**src/rtl/wb_port_arbiter_if.sv**
```systemverilog
`default_nettype none
// ============================================================================
// Module   : wb_port_arbiter_if
// Brief    : Request ports A/B and the registered register-file write port.
// Revision : 1.0
// ============================================================================
interface wb_port_arbiter_if #(
    parameter int DATA_W = 32
);
    logic              a_req;
    logic [4:0]        a_addr;
    logic [DATA_W-1:0] a_data;
    logic              a_ready;
    logic              b_req;
    logic [4:0]        b_addr;
    logic [DATA_W-1:0] b_data;
    logic              b_ready;
    logic              wb_we;
    logic [4:0]        wb_addr;
    logic [DATA_W-1:0] wb_data;
    logic              wb_src;

    // Arbiter side
    modport slave (
        input  a_req, a_addr, a_data, b_req, b_addr, b_data,
        output a_ready, b_ready, wb_we, wb_addr, wb_data, wb_src
    );

    // Requester / register-file side
    modport master (
        output a_req, a_addr, a_data, b_req, b_addr, b_data,
        input  a_ready, b_ready, wb_we, wb_addr, wb_data, wb_src
    );
endinterface
`default_nettype wire

```
**src/rtl/wb_port_arbiter.sv**
```systemverilog
`default_nettype none
// ============================================================================
// Module   : wb_port_arbiter
// Brief    : Two-source arbiter for the register file write port. Define
//            WB_ARB_STARVE_EN for starvation-protected priority (else A wins).
// Revision : 1.0
// ============================================================================
module wb_port_arbiter #(
    parameter int DATA_W       = 32,
    parameter int STARVE_LIMIT = 4
) (
    input  wire logic          clk,
    input  wire logic          rst,
    wb_port_arbiter_if.slave   bus
);

    if (STARVE_LIMIT < 1 || STARVE_LIMIT > 15) begin : g_bad_limit
        $error("wb_port_arbiter: STARVE_LIMIT must be in 1..15");
    end

    logic              w_grant_a;
    logic              w_grant_b;
    logic              w_grant;
    logic [4:0]        w_sel_addr;
    logic [DATA_W-1:0] w_sel_data;

    logic              r_wb_we;
    logic [4:0]        r_wb_addr;
    logic [DATA_W-1:0] r_wb_data;
    logic              r_wb_src;

`ifdef WB_ARB_STARVE_EN
    typedef enum logic [0:0] {
        PRI_A = 1'b0,
        PRI_B = 1'b1
    } state_t;

    localparam logic [3:0] c_LIMIT = 4'(STARVE_LIMIT);

    state_t     r_state;
    logic [3:0] r_starve_cnt;
    logic [3:0] w_starve_nxt;

    always_comb begin
        w_grant_a = !rst && bus.a_req && ((r_state == PRI_A) || !bus.b_req);
        w_grant_b = !rst && bus.b_req && ((r_state == PRI_B) || !bus.a_req);

        // Counts consecutive refused B cycles; saturates at the limit.
        w_starve_nxt = r_starve_cnt;
        if (!bus.b_req || w_grant_b) begin
            w_starve_nxt = 4'd0;
        end else if (r_starve_cnt < c_LIMIT) begin
            w_starve_nxt = r_starve_cnt + 4'd1;
        end
    end

    always_ff @(posedge clk) begin
        if (rst) begin
            r_state      <= PRI_A;
            r_starve_cnt <= 4'd0;
        end else begin
            r_starve_cnt <= w_starve_nxt;
            case (r_state)
                PRI_A: if (w_starve_nxt == c_LIMIT)     r_state <= PRI_B;
                PRI_B: if (w_grant_b || !bus.b_req)     r_state <= PRI_A;
                default:                                r_state <= PRI_A;
            endcase
        end
    end
`else
    always_comb begin
        w_grant_a = !rst && bus.a_req;
        w_grant_b = !rst && bus.b_req && !bus.a_req;
    end
`endif

    always_comb begin
        w_grant    = w_grant_a || w_grant_b;
        w_sel_addr = w_grant_b ? bus.b_addr : bus.a_addr;
        w_sel_data = w_grant_b ? bus.b_data : bus.a_data;
    end

    // Writes to $0 complete the handshake but never raise the enable.
    always_ff @(posedge clk) begin
        if (rst) begin
            r_wb_we   <= 1'b0;
            r_wb_addr <= 5'd0;
            r_wb_data <= '0;
            r_wb_src  <= 1'b0;
        end else begin
            r_wb_we <= w_grant && (w_sel_addr != 5'd0);
            if (w_grant) begin
                r_wb_addr <= w_sel_addr;
                r_wb_data <= w_sel_data;
                r_wb_src  <= w_grant_b;
            end
        end
    end

    assign bus.a_ready = w_grant_a;
    assign bus.b_ready = w_grant_b;
    assign bus.wb_we   = r_wb_we;
    assign bus.wb_addr = r_wb_addr;
    assign bus.wb_data = r_wb_data;
    assign bus.wb_src  = r_wb_src;

endmodule
`default_nettype wire

```
**src/flat_wrapper.sv**
```systemverilog
// flat-port wrapper written by rule: the top's interface ports become plain ports
module wb_port_arbiter_flat 
#(
    parameter int DATA_W       = 32,
    parameter int STARVE_LIMIT = 4
)
  (clk, rst, bus_a_req, bus_a_addr, bus_a_data, bus_b_req, bus_b_addr, bus_b_data, bus_a_ready, bus_b_ready, bus_wb_we, bus_wb_addr, bus_wb_data, bus_wb_src);
  wb_port_arbiter_if #(.DATA_W(DATA_W)) bus_i ();
  input  wire logic clk;
  input  wire logic rst;
  input wire logic [$bits(bus_i.a_req)-1:0] bus_a_req;
  input wire logic [$bits(bus_i.a_addr)-1:0] bus_a_addr;
  input wire logic [$bits(bus_i.a_data)-1:0] bus_a_data;
  input wire logic [$bits(bus_i.b_req)-1:0] bus_b_req;
  input wire logic [$bits(bus_i.b_addr)-1:0] bus_b_addr;
  input wire logic [$bits(bus_i.b_data)-1:0] bus_b_data;
  output wire logic [$bits(bus_i.a_ready)-1:0] bus_a_ready;
  output wire logic [$bits(bus_i.b_ready)-1:0] bus_b_ready;
  output wire logic [$bits(bus_i.wb_we)-1:0] bus_wb_we;
  output wire logic [$bits(bus_i.wb_addr)-1:0] bus_wb_addr;
  output wire logic [$bits(bus_i.wb_data)-1:0] bus_wb_data;
  output wire logic [$bits(bus_i.wb_src)-1:0] bus_wb_src;
  assign bus_i.a_req = bus_a_req;
  assign bus_i.a_addr = bus_a_addr;
  assign bus_i.a_data = bus_a_data;
  assign bus_i.b_req = bus_b_req;
  assign bus_i.b_addr = bus_b_addr;
  assign bus_i.b_data = bus_b_data;
  assign bus_a_ready = bus_i.a_ready;
  assign bus_b_ready = bus_i.b_ready;
  assign bus_wb_we = bus_i.wb_we;
  assign bus_wb_addr = bus_i.wb_addr;
  assign bus_wb_data = bus_i.wb_data;
  assign bus_wb_src = bus_i.wb_src;
  wb_port_arbiter #(.DATA_W(DATA_W), .STARVE_LIMIT(STARVE_LIMIT)) u_core (.clk(clk), .rst(rst), .bus(bus_i));
endmodule
```
**config.mk**
```make
export PLATFORM = sky130hd
export DESIGN_NAME = wb_port_arbiter_flat
export DESIGN_NICKNAME = d
export VERILOG_FILES = /design/src/rtl/wb_port_arbiter_if.sv /design/src/rtl/wb_port_arbiter.sv /design/src/flat_wrapper.sv
export SDC_FILE = /design/constraint.sdc
export NUM_CORES = 1
export LEC_CHECK = 0
export ABC_AREA = 1
export CORE_MARGIN = 2
export CORE_UTILIZATION = 30
export DETAILED_ROUTE_END_ITERATION = 7
export GPL_TIMING_DRIVEN = 0
export PLACE_DENSITY = 0.68
export SLEW_MARGIN = 20
export SYNTH_ARGS = -nofsm -noshare
export SYNTH_HDL_FRONTEND = slang
export SYNTH_SLANG_ARGS = --single-unit
```
**constraint.sdc**
```tcl
create_clock -name clk -period 2.72 [get_ports clk]
set_input_delay 0.544 -clock clk [delete_from_list [all_inputs] [get_ports clk]]
set_output_delay 0.544 -clock clk [all_outputs]
set_load 0.01 [all_outputs]
```
==> results of run 1 <==
## cells in the mapped netlist (all sizes together)
master	count
o21ai	56
dfxtp	39
nand2	35
nor2	27
nand3	25
inv	17
a31oi	10
buf	8
clkbuf	8
o211ai	3
a21o	2
nand3b	1
o21a	1
o31ai	1
## metrics by stage
step	cells	utilization, %
after floorplan	233	-
after global placement	426	52.65
after detailed placement	426	52.65
after CTS	435	54.47
after global routing	435	54.52
final	435	54.52
## report_power, final
group	total (mW)	internal, mW	switching [mW]
Sequential	0.643	0.619	0.0236
Combinational	0.394	0.232	0.161
Clock	0.431	0.232	0.200
Total	1.47	1.08	0.385
## cell type report
cell class / instances / area share [%]
Buffer: 16 / 2.929
Clock buffer: 8 / 3.083
Inverter: 17 / 2.042
Multi-Input combinational cell: 161 / 28.36
Sequential cell: 39 / 24.05
Tap cell: 75 / 2.890
Timing Repair Buffer: 119 / 36.65
## worst register-to-register path, cell delays in order (launching register included)
cell,delay [ns]
dfxtp_1,0.31
o21ai_0,0.16
a21o_1,0.10
inv_1,0.03
## flip-flops by register name, indices dropped and copies added (netlist names)
signal,flops
u_core.bus.wb_data,32
u_core.bus.wb_addr,5
u_core.bus.wb_src,1
u_core.bus.wb_we,1
## repair_timing
item,CTS,global route
endpoints found under the setup margin,1,2
hold buffers,0,0
pin swaps,1,0
resized for setup,2,2
buffers inserted,1,0
## kinds of logic after synthesis
kind of cell	Yosys count	synth area share, %
buffers and inverters	33	8.540
flip-flops	39	41.96
AO/OA/AOI/OAI	73	28.51
AND/OR/NAND/NOR	88	20.98
## final timing paths
kind | start | end | cells after the start
hold / removal | u_core.bus.wb_data[1]$_SDFFE_PP0P_ | u_core.bus.wb_data[1]$_SDFFE_PP0P_ | 2
setup / recovery | bus_a_req | bus_a_ready | 5
setup reg to reg | u_core.bus.wb_addr[3]$_SDFFE_PP0P_ | u_core.bus.wb_addr[3]$_SDFFE_PP0P_ | 3
hold reg to reg | u_core.bus.wb_data[1]$_SDFFE_PP0P_ | u_core.bus.wb_data[1]$_SDFFE_PP0P_ | 2
## metal layers
layer	vias to the layer above	share of wire, %
met3	5	12
li1	1034	-
met4	0	0.90
met2	97	45
met1	934	43
met5	-	0
## placed cells by master, fill, tap and decap left out, drive strengths merged
| cell type | instances |
|---|---|
| dlygate4sd2 | 1 |
| dfxtp | 39 |
| inv | 17 |
| o211ai | 3 |
| o21a | 1 |
| o31ai | 1 |
| nand3b | 1 |
| clkdlybuf4s50 | 116 |
| dlymetal6s2s | 1 |
| nor2 | 27 |
| nand2 | 35 |
| a31oi | 10 |
| clkbuf | 15 |
| nand3 | 25 |
| o21ai | 56 |
| buf | 10 |
| a21o | 2 |
==> results.json, run 1 <==
{
  "ir_worst_vdd_uv": 233.9,
  "vias_per_cell": 4.759,
  "path_clk_slew_ns": 0.08,
  "first_global_vias": 1989,
  "avgRoutedWirePerCell_um": 13.74,
  "cts_buffers": 5,
  "rows": 28,
  "crit_chain": "clkdlybuf4s50_1 > inv_1 > buf_2 > nor2_1 > clkdlybuf4s50_1",
  "ant_nets": 0,
  "worstMarginPinSlew_ns": 0.5264,
  "grt_start_max_net_pins": 12,
  "register_area_um2": 780.7,
  "syn_to_final_growth_pct": 74.51,
  "layout_setup_ws_ns": 0.08235,
  "die-area_mm2": 0.006848,
  "setup_viol": 0,
  "yosys-top-cells-area": "dfxtp_1, o21ai_2, nand3_1, nand2_1, nor2_1",
  "startpoint_type": "primary input",
  "crit_arrival_ns": 2.09,
  "diodes": 0,
  "yosysWarnings": 0,
  "floorplan.io_pins": 119,
  "grt_use_met2_pct": 29.35,
  "syn_area_per_cell_um2": 7.985,
  "drc": 0,
  "critical-path-top-delay-family": "buffers and inverters",
  "drive_gt1_share_pct": 16.39,
  "rsz0062_at_grt": "no",
  "ys_seq_area_share_pct": 41.96,
  "cp_max_fo": 10,
  "place_area_mm2": 0.003136,
  "cts_tree": "yes",
  "r2r_slack_ns": 2.03,
  "status": "finished, final reports clean",
  "end_kind": "output pin",
  "ys_types": 25,
  "hold_class": "flip-flop to flip-flop",
  "clock_latency_ns": 0.29,
  "multi_input_area_um2": 920.9,
  "cts_buffer_depth": 2,
  "overflow": 0,
  "setup_tns_ns": 0,
  "nets": 437,
  "met3_usage_pct": 6.196,
  "min_period_over_period_pct": 96.97,
  "grt-busiest-layer": "met2",
  "skew_ns": 0,
  "clock-sinks": 39,
  "crit_slowest_cell": "clkdlybuf4s50_1",
  "synthesis.nets": 311,
  "p_leak_nw": 1.332,
  "period_minus_slack_ns": 2.638,
  "drtPass1Iterations": 4,
  "grt_pass1_wl_mm": 9.170,
  "design_area_mm2": 0.003247,
  "vias": 2070,
  "met1_usage_pct": 20.56,
  "cp_data_required_time_ns": 2.18,
  "antenna_found_initial": 0,
  "grt_use_total_pct": 17.46,
  "initial_core_util_pct": 31.24,
  "synth_cells": 233,
  "first_iter_violations": 53,
  "ys_ff_latch": 39,
  "fillers": 603,
  "cap_viol_max_count": 0,
  "power_density_mw_per_mm2": 452.2,
  "ctsRootBufferMaster": "clkbuf_8",
  "fp.dieH_um": 82.75,
  "critical_path_class": "primary input to output pin",
  "core_area_mm2": 0.005956,
  "totalWireLength_mm": 5.977,
  "fmax_mhz": 379.1,
  "die_w_um": 82.75,
  "globalplace.congestion": 0.7209,
  "crit_top_cell": "clkdlybuf4s50_1",
  "finalPower_mw": 1.468,
  "hold_viol_final": 0,
  "dp_hpwl_mm": 4.571,
  "yosysTopAreaCell": "dfxtp_1",
  "synth_top_cell_area_share_pct": 41.96,
  "syn-cell-area_mm2": 0.001861,
  "holdWs_ns": 0.4729,
  "crit_buf_inv": 4,
  "cts_htree_levels": 2,
  "slew_viol_final": 0,
  "pre_cts_ws_ns": -0.1150,
  "max_stage_delay_ns": 0.54,
  "slew_headroom_pct": 64.91,
  "portBuffers": 118
}
Power figures use the tool's default switching activity.
==> run 2, diff against run 1 <==
Settings changed: DONT_BUFFER_PORTS from default to 1, PLACE_DENSITY 0.68 to 0.56.
==> results.json, run 2 (same netlist as run 1, synthesis figures left out) <==
{
  "multi_input_area_um2": 920.9,
  "min_period_over_period_pct": 65.83,
  "layout_common_cells": "dfxtp_1, o21ai_2, nand2_1",
  "rsz0062_at_grt": "no",
  "antenna_found_initial": 0,
  "largest_reg_flops": 32,
  "crit_arrival_ns": 1.25,
  "ant_nets": 0,
  "floorplan.io_pins": 119,
  "vias": 1610,
  "drc": 0,
  "slew_viol_final": 0,
  "ir_worst_vdd_uv": 181.6,
  "skew_ns": 0,
  "critical_path_class": "primary input to output pin",
  "overflow": 0,
  "setup_tns_ns": 0,
  "setup_viol": 0,
  "die-area_mm2": 0.006848,
  "min_path_cells": 1,
  "die_w_um": 82.75,
  "period_minus_slack_ns": 1.790,
  "drtPass1Iterations": 4,
  "dp_hpwl_mm": 3.817,
  "vias_per_cell": 5.095,
  "cp_data_required_time_ns": 2.18,
  "ctsRootBufferMaster": "clkbuf_8",
  "fp.dieH_um": 82.75,
  "pre_cts_ws_ns": 0.9115,
  "startpoint_type": "primary input",
  "slew_headroom_pct": 65.89,
  "first_iter_violations": 37,
  "initial_core_util_pct": 31.24,
  "cts_buffers": 5,
  "clock-sinks": 39,
  "syn_to_final_growth_pct": 9.549,
  "worst_r2r_path_depth": 3,
  "status": "finished, final reports clean",
  "grt_use_total_pct": 14.76,
  "grt_pass1_wl_mm": 7.521,
  "end_kind": "output pin",
  "totalWireLength_mm": 5.122,
  "nets": 318,
  "layout_setup_ws_ns": 0.9296,
  "cts_htree_levels": 2,
  "path_clk_slew_ns": 0.08,
  "cts_resized": 0,
  "p_leak_nw": 0.8535,
  "clock_latency_ns": 0.29,
  "globalplace.congestion": 0.6656,
  "cts_hold_buf": 0,
  "post-cts-setup-buffer-count": 0,
  "avgRoutedWirePerCell_um": 16.21,
  "mostFrequentLayoutCell": "dfxtp_1",
  "rows": 28,
  "fillers": 649,
  "worstMarginPinSlew_ns": 0.5117,
  "cts_buffer_depth": 2,
  "hold_viol_final": 0,
  "core_area_mm2": 0.005956,
  "register_area_um2": 780.7,
  "cap_viol_max_count": 0,
  "drive_gt1_share_pct": 24.48,
  "cp_max_fo": 10,
  "hold_class": "primary input to flip-flop",
  "power_density_mw_per_mm2": 597.5,
  "diodes": 0,
  "portBuffers": 0,
  "r2r_slack_ns": 1.96,
  "grt_start_max_net_pins": 13,
  "first_global_vias": 1574,
  "fmax_mhz": 558.5,
  "cts_tree": "yes"
}
-- run 2: layout make-up --
class	count	area share, %
Buffer	16	4.543
Sequential cell	39	38.31
Clock buffer	5	3.376
Tap cell	75	4.604
Clock inverter	3	0.7366
Inverter	17	3.254
Multi-Input combinational cell	161	45.18
-- run 2: worst max-delay path: stages --
cell     delay, ns
nor2_4        0.21
nand2_2       0.10
inv_1         0.13
buf_2         0.25
-- run 2: path summary, 6_finish.rpt --
check                                      from                                 end
min                                   bus_b_req      u_core.bus.wb_src$_SDFFE_PP0P_
min reg2reg  u_core.bus.wb_data[1]$_SDFFE_PP0P_  u_core.bus.wb_data[1]$_SDFFE_PP0P_
max                                   bus_a_req                         bus_b_ready
max reg2reg  u_core.bus.wb_addr[2]$_SDFFE_PP0P_  u_core.bus.wb_addr[2]$_SDFFE_PP0P_
-- run 2: routing by layer --
layer | global-route usage (%) | up-vias | part of all wire (%)
li1 | - | 797 | -
met1 | 16.03 | 729 | 41
met2 | 25.89 | 79 | 46
met3 | 7.065 | 5 | 12
met4 | 3.443 | 0 | 0.88
met5 | 0 | - | 0
-- run 2: metrics by stage --
stage	cell area, um2	utilization [%]	total power [mW]	hold WS (ns)	std cells
floorplan	1861	-	0.8033	0.4943	233
global placement	1954	32.82	0.8414	0.5111	308
detailed placement	1954	32.82	0.8449	0.5154	308
CTS	2038	34.22	1.244	0.3586	316
global route	2038	34.22	1.285	0.3729	316
finish	2038	34.22	1.218	0.3652	316
-- run 2: report_power, final --
part | total, mW | internal, mW | switching [mW] | leakage (nW)
logic | 0.154 | 0.0583 | 0.0954 | 0.480
clock network | 0.391 | 0.176 | 0.215 | 0.0477
registers | 0.673 | 0.620 | 0.0534 | 0.326
